## src/rtl/hazard_pkg.sv

```systemverilog
// Shared pipeline definitions for hazard control:
// forward select encodings, scoreboard slot type and helper functions.
package hazard_pkg;

  localparam logic [1:0] FWD_RF  = 2'b00;
  localparam logic [1:0] FWD_WB  = 2'b01;
  localparam logic [1:0] FWD_MEM = 2'b10;

  localparam int MD_LAT_DEFAULT = 32;
  localparam int CNT_W          = 6;

  typedef struct packed {
    logic       valid;
    logic [4:0] dst;
    logic       regwrite;
    logic       memtoreg;
  } sb_slot_t;

  localparam sb_slot_t SLOT_EMPTY = '{
    valid:    1'b0,
    dst:      5'd0,
    regwrite: 1'b0,
    memtoreg: 1'b0
  };

  // r0 is hard-wired zero, so a slot targeting it never produces a value
  function automatic logic is_writer(
    input sb_slot_t s
  );
    return s.valid & s.regwrite & (s.dst != 5'd0);
  endfunction

  // Memory-stage producer is younger, so it wins over Writeback
  function automatic logic [1:0] fwd_sel(
    input sb_slot_t   m,
    input sb_slot_t   w,
    input logic [4:0] r
  );
    logic [1:0] sel;
    sel = FWD_RF;
    if (is_writer(m) && (m.dst == r))
      sel = FWD_MEM;
    else if (is_writer(w) && (w.dst == r))
      sel = FWD_WB;
    return sel;
  endfunction

endpackage

```

## src/rtl/hazard_ctrl_md_busy_ctr.sv

```systemverilog
// Multiply/divide busy counter: start loads MD_LAT-1, then counts down.
// Ports: clk, clr (async, active-high), start_i (issue), busy_o (count!=0).
module md_busy_ctr
  import hazard_pkg::*;
#(
  parameter int MD_LAT = MD_LAT_DEFAULT
) (
  input  logic clk,
  input  logic clr,
  input  logic start_i,
  output logic busy_o
);

  localparam logic [CNT_W-1:0] RELOAD = CNT_W'(MD_LAT - 1);
  localparam logic [CNT_W-1:0] ONE    = CNT_W'(1);

  logic [CNT_W-1:0] cnt_q;
  logic [CNT_W-1:0] cnt_d;

  // a new issue restarts the count even while busy
  always_comb begin
    cnt_d = cnt_q;
    if (start_i)
      cnt_d = RELOAD;
    else if (cnt_q != '0)
      cnt_d = cnt_q - ONE;
  end

  always_ff @(posedge clk or posedge clr) begin
    if (clr)
      cnt_q <= '0;
    else
      cnt_q <= cnt_d;
  end

  assign busy_o = (cnt_q != '0);

endmodule

```

## src/rtl/hazard_ctrl.sv

```systemverilog
// Pipeline hazard unit: E/M/W destination scoreboard, stall/flush and
// operand forwarding selects; mdbusy comes from md_busy_ctr.
// Ports: Decode/Execute register numbers and controls in; stalls,
// flushes, forward selects and mdbusy out. clr is async active-high.
module hazard_ctrl
  import hazard_pkg::*;
#(
  parameter int MD_LAT = MD_LAT_DEFAULT
) (
  input  logic       clk,
  input  logic       clr,
  input  logic [4:0] rsd,
  input  logic [4:0] rtd,
  input  logic [4:0] rse,
  input  logic [4:0] rte,
  input  logic [4:0] writeregd,
  input  logic       regwrited,
  input  logic       memtoregd,
  input  logic       branchd,
  input  logic       pcsrcd,
  input  logic       mfhilod,
  input  logic       mdstarte,
  output logic       stallf,
  output logic       stalld,
  output logic       flushe,
  output logic       flushd,
  output logic [1:0] forwardae,
  output logic [1:0] forwardbe,
  output logic       forwardad,
  output logic       forwardbd,
  output logic       mdbusy
);

  sb_slot_t e_q, m_q, w_q;
  sb_slot_t e_d;

  logic e_wr, m_wr;
  logic e_hit, m_hit;
  logic lwstall;
  logic branchstall;
  logic mdstall;
  logic stall;

  // a Writeback slot is only a forward source; its load flag is dead
  logic unused_w_memtoreg;
  assign unused_w_memtoreg = w_q.memtoreg;

  always_comb begin
    e_d = SLOT_EMPTY;
    if (!stall) begin
      e_d.valid    = 1'b1;
      e_d.dst      = writeregd;
      e_d.regwrite = regwrited;
      e_d.memtoreg = memtoregd;
    end
  end

  always_ff @(posedge clk or posedge clr) begin
    if (clr) begin
      e_q <= SLOT_EMPTY;
      m_q <= SLOT_EMPTY;
      w_q <= SLOT_EMPTY;
    end else begin
      e_q <= e_d;
      m_q <= e_q;
      w_q <= m_q;
    end
  end

  md_busy_ctr #(
    .MD_LAT (MD_LAT)
  ) u_md (
    .clk     (clk),
    .clr     (clr),
    .start_i (mdstarte),
    .busy_o  (mdbusy)
  );

  assign e_wr  = is_writer(e_q);
  assign m_wr  = is_writer(m_q);
  assign e_hit = (e_q.dst == rsd) | (e_q.dst == rtd);
  assign m_hit = (m_q.dst == rsd) | (m_q.dst == rtd);

  assign lwstall = e_wr & e_q.memtoreg & e_hit;

  // Decode compares need the value now: any E producer, or an M load
  assign branchstall = branchd &
    ((e_wr & e_hit) | (m_wr & m_q.memtoreg & m_hit));

  assign mdstall = mfhilod & mdbusy;

  assign stall  = lwstall | branchstall | mdstall;
  assign stallf = stall;
  assign stalld = stall;
  assign flushe = stall;

  // a stalled branch keeps its slot and resolves again afterwards
  assign flushd = pcsrcd & ~stall;

  assign forwardae = fwd_sel(m_q, w_q, rse);
  assign forwardbe = fwd_sel(m_q, w_q, rte);

  assign forwardad = m_wr & ~m_q.memtoreg & (m_q.dst == rsd);
  assign forwardbd = m_wr & ~m_q.memtoreg & (m_q.dst == rtd);

endmodule

```

## config.mk

```make
export PLATFORM = sky130hd
export DESIGN_NAME = hazard_ctrl
export DESIGN_NICKNAME = d
export VERILOG_FILES = /design/src/rtl/hazard_pkg.sv /design/src/rtl/hazard_ctrl_md_busy_ctr.sv /design/src/rtl/hazard_ctrl.sv
export SDC_FILE = /design/constraint.sdc
export NUM_CORES = 1
export LEC_CHECK = 0
export BUFFER_PORTS_ARGS = -buffer_cell sky130_fd_sc_hd__buf_2
export CAP_MARGIN = 10
export CORE_ASPECT_RATIO = 1.25
export CORE_MARGIN = 2
export CORE_UTILIZATION = 30
export DETAILED_ROUTE_END_ITERATION = 12
export GPL_ROUTABILITY_DRIVEN = 0
export PLACE_DENSITY = 0.59
export SLEW_MARGIN = 20
export SYNTH_ARGS = -nofsm -noshare
export SYNTH_HDL_FRONTEND = slang
export SYNTH_SLANG_ARGS = --single-unit
```

## constraint.sdc

```tcl
create_clock -name clk -period 5.6 [get_ports clk]
set_clock_uncertainty 0.15 [all_clocks]
set_input_delay 0.84 -clock clk [delete_from_list [all_inputs] [get_ports clk]]
set_output_delay 0.84 -clock clk [all_outputs]
set_load 0.01 [all_outputs]
```

==> impl_results.md <==
- Run status: finished, final reports clean
- Synth Warn #: 0
- Synth top area cells: dfrtp_1 45%, xnor2_1 14%, xor2_1 8.7%
- Initial antenna violation count: 0
- CTS tree: built
- Setup violations, final: 0
- Syn Area/Cell: ~11 µm²
- DP Worst Slack: around 2300 ps
- Synth area leader: dfrtp_1
- DR pass1 iterations: 4
- Hold Path Cell Cnt: 0
- Final period utilization: 0.602
- Row count: 29
- WP data arrival: approximately 2400 ps
- Final Non-Filler Cells: 248
- Global route total overflow: 0
- Post-synth top flop: dfrtp_1
- IO buf count: 43
- Worst Path Class, Setup: reg -> out
- Fin crit period: 3370 ps
- Worst IR Drop VDD: 0.132 mV
- Post-Route WL: 3.31 mm
- R2R setup slack: ~3500 ps
- Final WS setup: approximately 2200 ps
- IO Pins: 44
- Routed Antenna Nets: 0
- Die height: approximately 86 µm
- Worst-margin pin slew: 599 ps
- RR Endpoint: e_q[5]
- Syn nets: 178
- CP Cell Sequence: inv_1, ha_1, nand2b_1, nor4_4, inv_1, a22o_1, or2_1, buf_2
- Synth top area share: 0.451
- Clk slew on worst S/H paths: 60 ps
- Total setup buffers inserted after CTS: 0
- Core Footprint: about 5100 µm²
- Nets: 219
- Vias in the first global route: between 1000 and 1500
- HP Start: e_q[0]
- Max_slew headroom: 0.600
- Leak: 0.000848 µW
- Worst Hold Path EP: m_q[0]
- FF-to-FF Start: m_q[3]
- Register area: 726 µm²
- Synthesized instance count: 144
- Critical Path Fanout Max: 10
- Max Cap Violations: 0
- H-tree level count: 2
- # DRC: 0
- Worst R2R Path Depth: 5
- Power per Cell Area: 266 nW/µm²
- CTS root buf: clkbuf_8
- Drt via density: 4.70
- Ant diodes: 0
- Post-DP HPWL: 2.58 mm
- Distinct cells, synth: 33
- Synthesized area: 1610 µm²
- First-pass GRT wire length: between 5 and 6 mm
- Pin count of the biggest net entering global routing: 30
- Die width: 69.5 µm
- Crit path capture type: output pin
- Slowest Stage Delay on Critical Path: about 430 ps
- # hold bufs at CTS: 0
- Initial core utilization: 0.315
- Fin area: 1960 µm²
- Layout area overhead: 21.8%
- Layout cells sized above 1: 0.344
- CP required: between 4000 and 5000 ps
- Area of the die: 5970 µm²
- Slew Limit Fails: 0
- CTS resizes: 0
- Placed insts: 240
- DP Area: 1840 µm²
- Wire length per cell: 13.3 µm
- Hold Crit Class: reg -> reg
- Hold Fails Final Rpt: 0
- EDFF count, synth: 0
- Most used cell, CP: inv_1
- Initial DRC count: 45
- #FFs+latches synth: 29
- Num CTS Buffers: 5
- Clk sinks: 29
- Fraction of the yosys area taken by sequential cells: 0.451
- Slowest-stage cell, CP: a22o_1
- Filler cells: approximately 530
- Most frequent cells in the layout: 43 x buf_2, 29 x dfrtp_1, 26 x xnor2_1
- Overall Global Routing Usage: 0.123
- Multi-input logic area: just over 800 µm²
- Setup TNS: 0 ps
- Commonest non-fill, non-tap cell in the layout: buf_2
- Peak Freq: 0.297 GHz
- RSZ-0062 raised after global routing: false
- Post-synth ARST share: 1.00
- Worst Setup Start Kind: register
- Clk buf depth: 2
- Via Count: 1166
- Skew-Pair Late Insertion Delay: around 280 ps
[state kept, by name, indices dropped and copies added (netlist names)]
signal / cells
e_q: 8
m_q: 8
w_q: 7
u_md.cnt_q: 6
[power breakdown]
part	internal [µW]	total (µW)	switching, µW	leakage [µW]
logic	35.1	66.4	31.3	0.000435
clock network	145	221	76.2	0.0000585
registers	220	233	12.7	0.000354
[synthesized netlist by cell type, drive strengths merged (3+ instances only)]
cell type	count
a21oi	3
buf	6
clkbuf	3
dfrtp	29
inv	5
nand2	4
nand2b	3
nand3	7
nor2	3
nor3	7
nor3b	10
nor4	4
o211ai	3
o21ai	3
or4	3
xnor2	26
xor2	16
[stage by stage]
| stage | utilization | total power [µW] | hold WS (ps) |
|---|---|---|---|
| global placement | 0.360 | 304 | 210 |
| CTS | 0.383 | 525 | 229 |
| floorplan | - | 280 | 199 |
| finish | 0.383 | 520 | 225 |
| global route | 0.383 | 544 | 240 |
| detailed placement | 0.360 | 304 | 215 |
[area by class of cell]
cell class,instances,share of cell area
Tap cell,62,0.0396
Clock inverter,1,0.0153
Inverter,5,0.00958
Timing Repair Buffer,43,0.110
Sequential cell,29,0.370
Clock buffer,7,0.0441
Multi-Input combinational cell,101,0.411
[how the worst max path moves through the flow]
stage | endpoint | startpoint | depth (start not counted) | slack [ps]
floorplan | stalld | rsd[4] | 7 | 2510
global placement | stalld | rtd[1] | 7 | 2330
detailed placement | stallf | rtd[1] | 7 | 2300
CTS | stallf | u_md.cnt_q[0] | 8 | 2200
global route | stallf | u_md.cnt_q[0] | 8 | 1970
finish | stallf | u_md.cnt_q[0] | 8 | 2230
[worst max-delay path, delay by kind of cell (launching register included)]
kind	cells	cell delay (ps)
adder cells (fa/ha/maj)	1	170
AND/OR/NAND/NOR	3	750
buffers and inverters	3	390
AO/OA/AOI/OAI	1	430
flip-flops	1	370
[cells by family (layout without fill, tap and decap cells)]
group | count (synthesis) | in the layout | synth area share
DFF | 29 | 29 | 0.451
and+or+nand+nor | 45 | 45 | 0.205
adders and majority gates | 1 | 1 | 0.00777
AOI/OAI and AO/OA | 13 | 13 | 0.0599
xor gates and xnor gates | 42 | 42 | 0.229
buffers and inverters | 14 | 56 | 0.0482
[routing by layer]
layer  vias to the layer above  wire, µm  track usage
met5                         -         0            0
met4                         0        83       0.0535
met3                         8       205       0.0282
met2                        39      1590        0.200
met1                       551      1430        0.156
li1                        568         -            -
No activity file was read; power rests on OpenSTA's default activity.
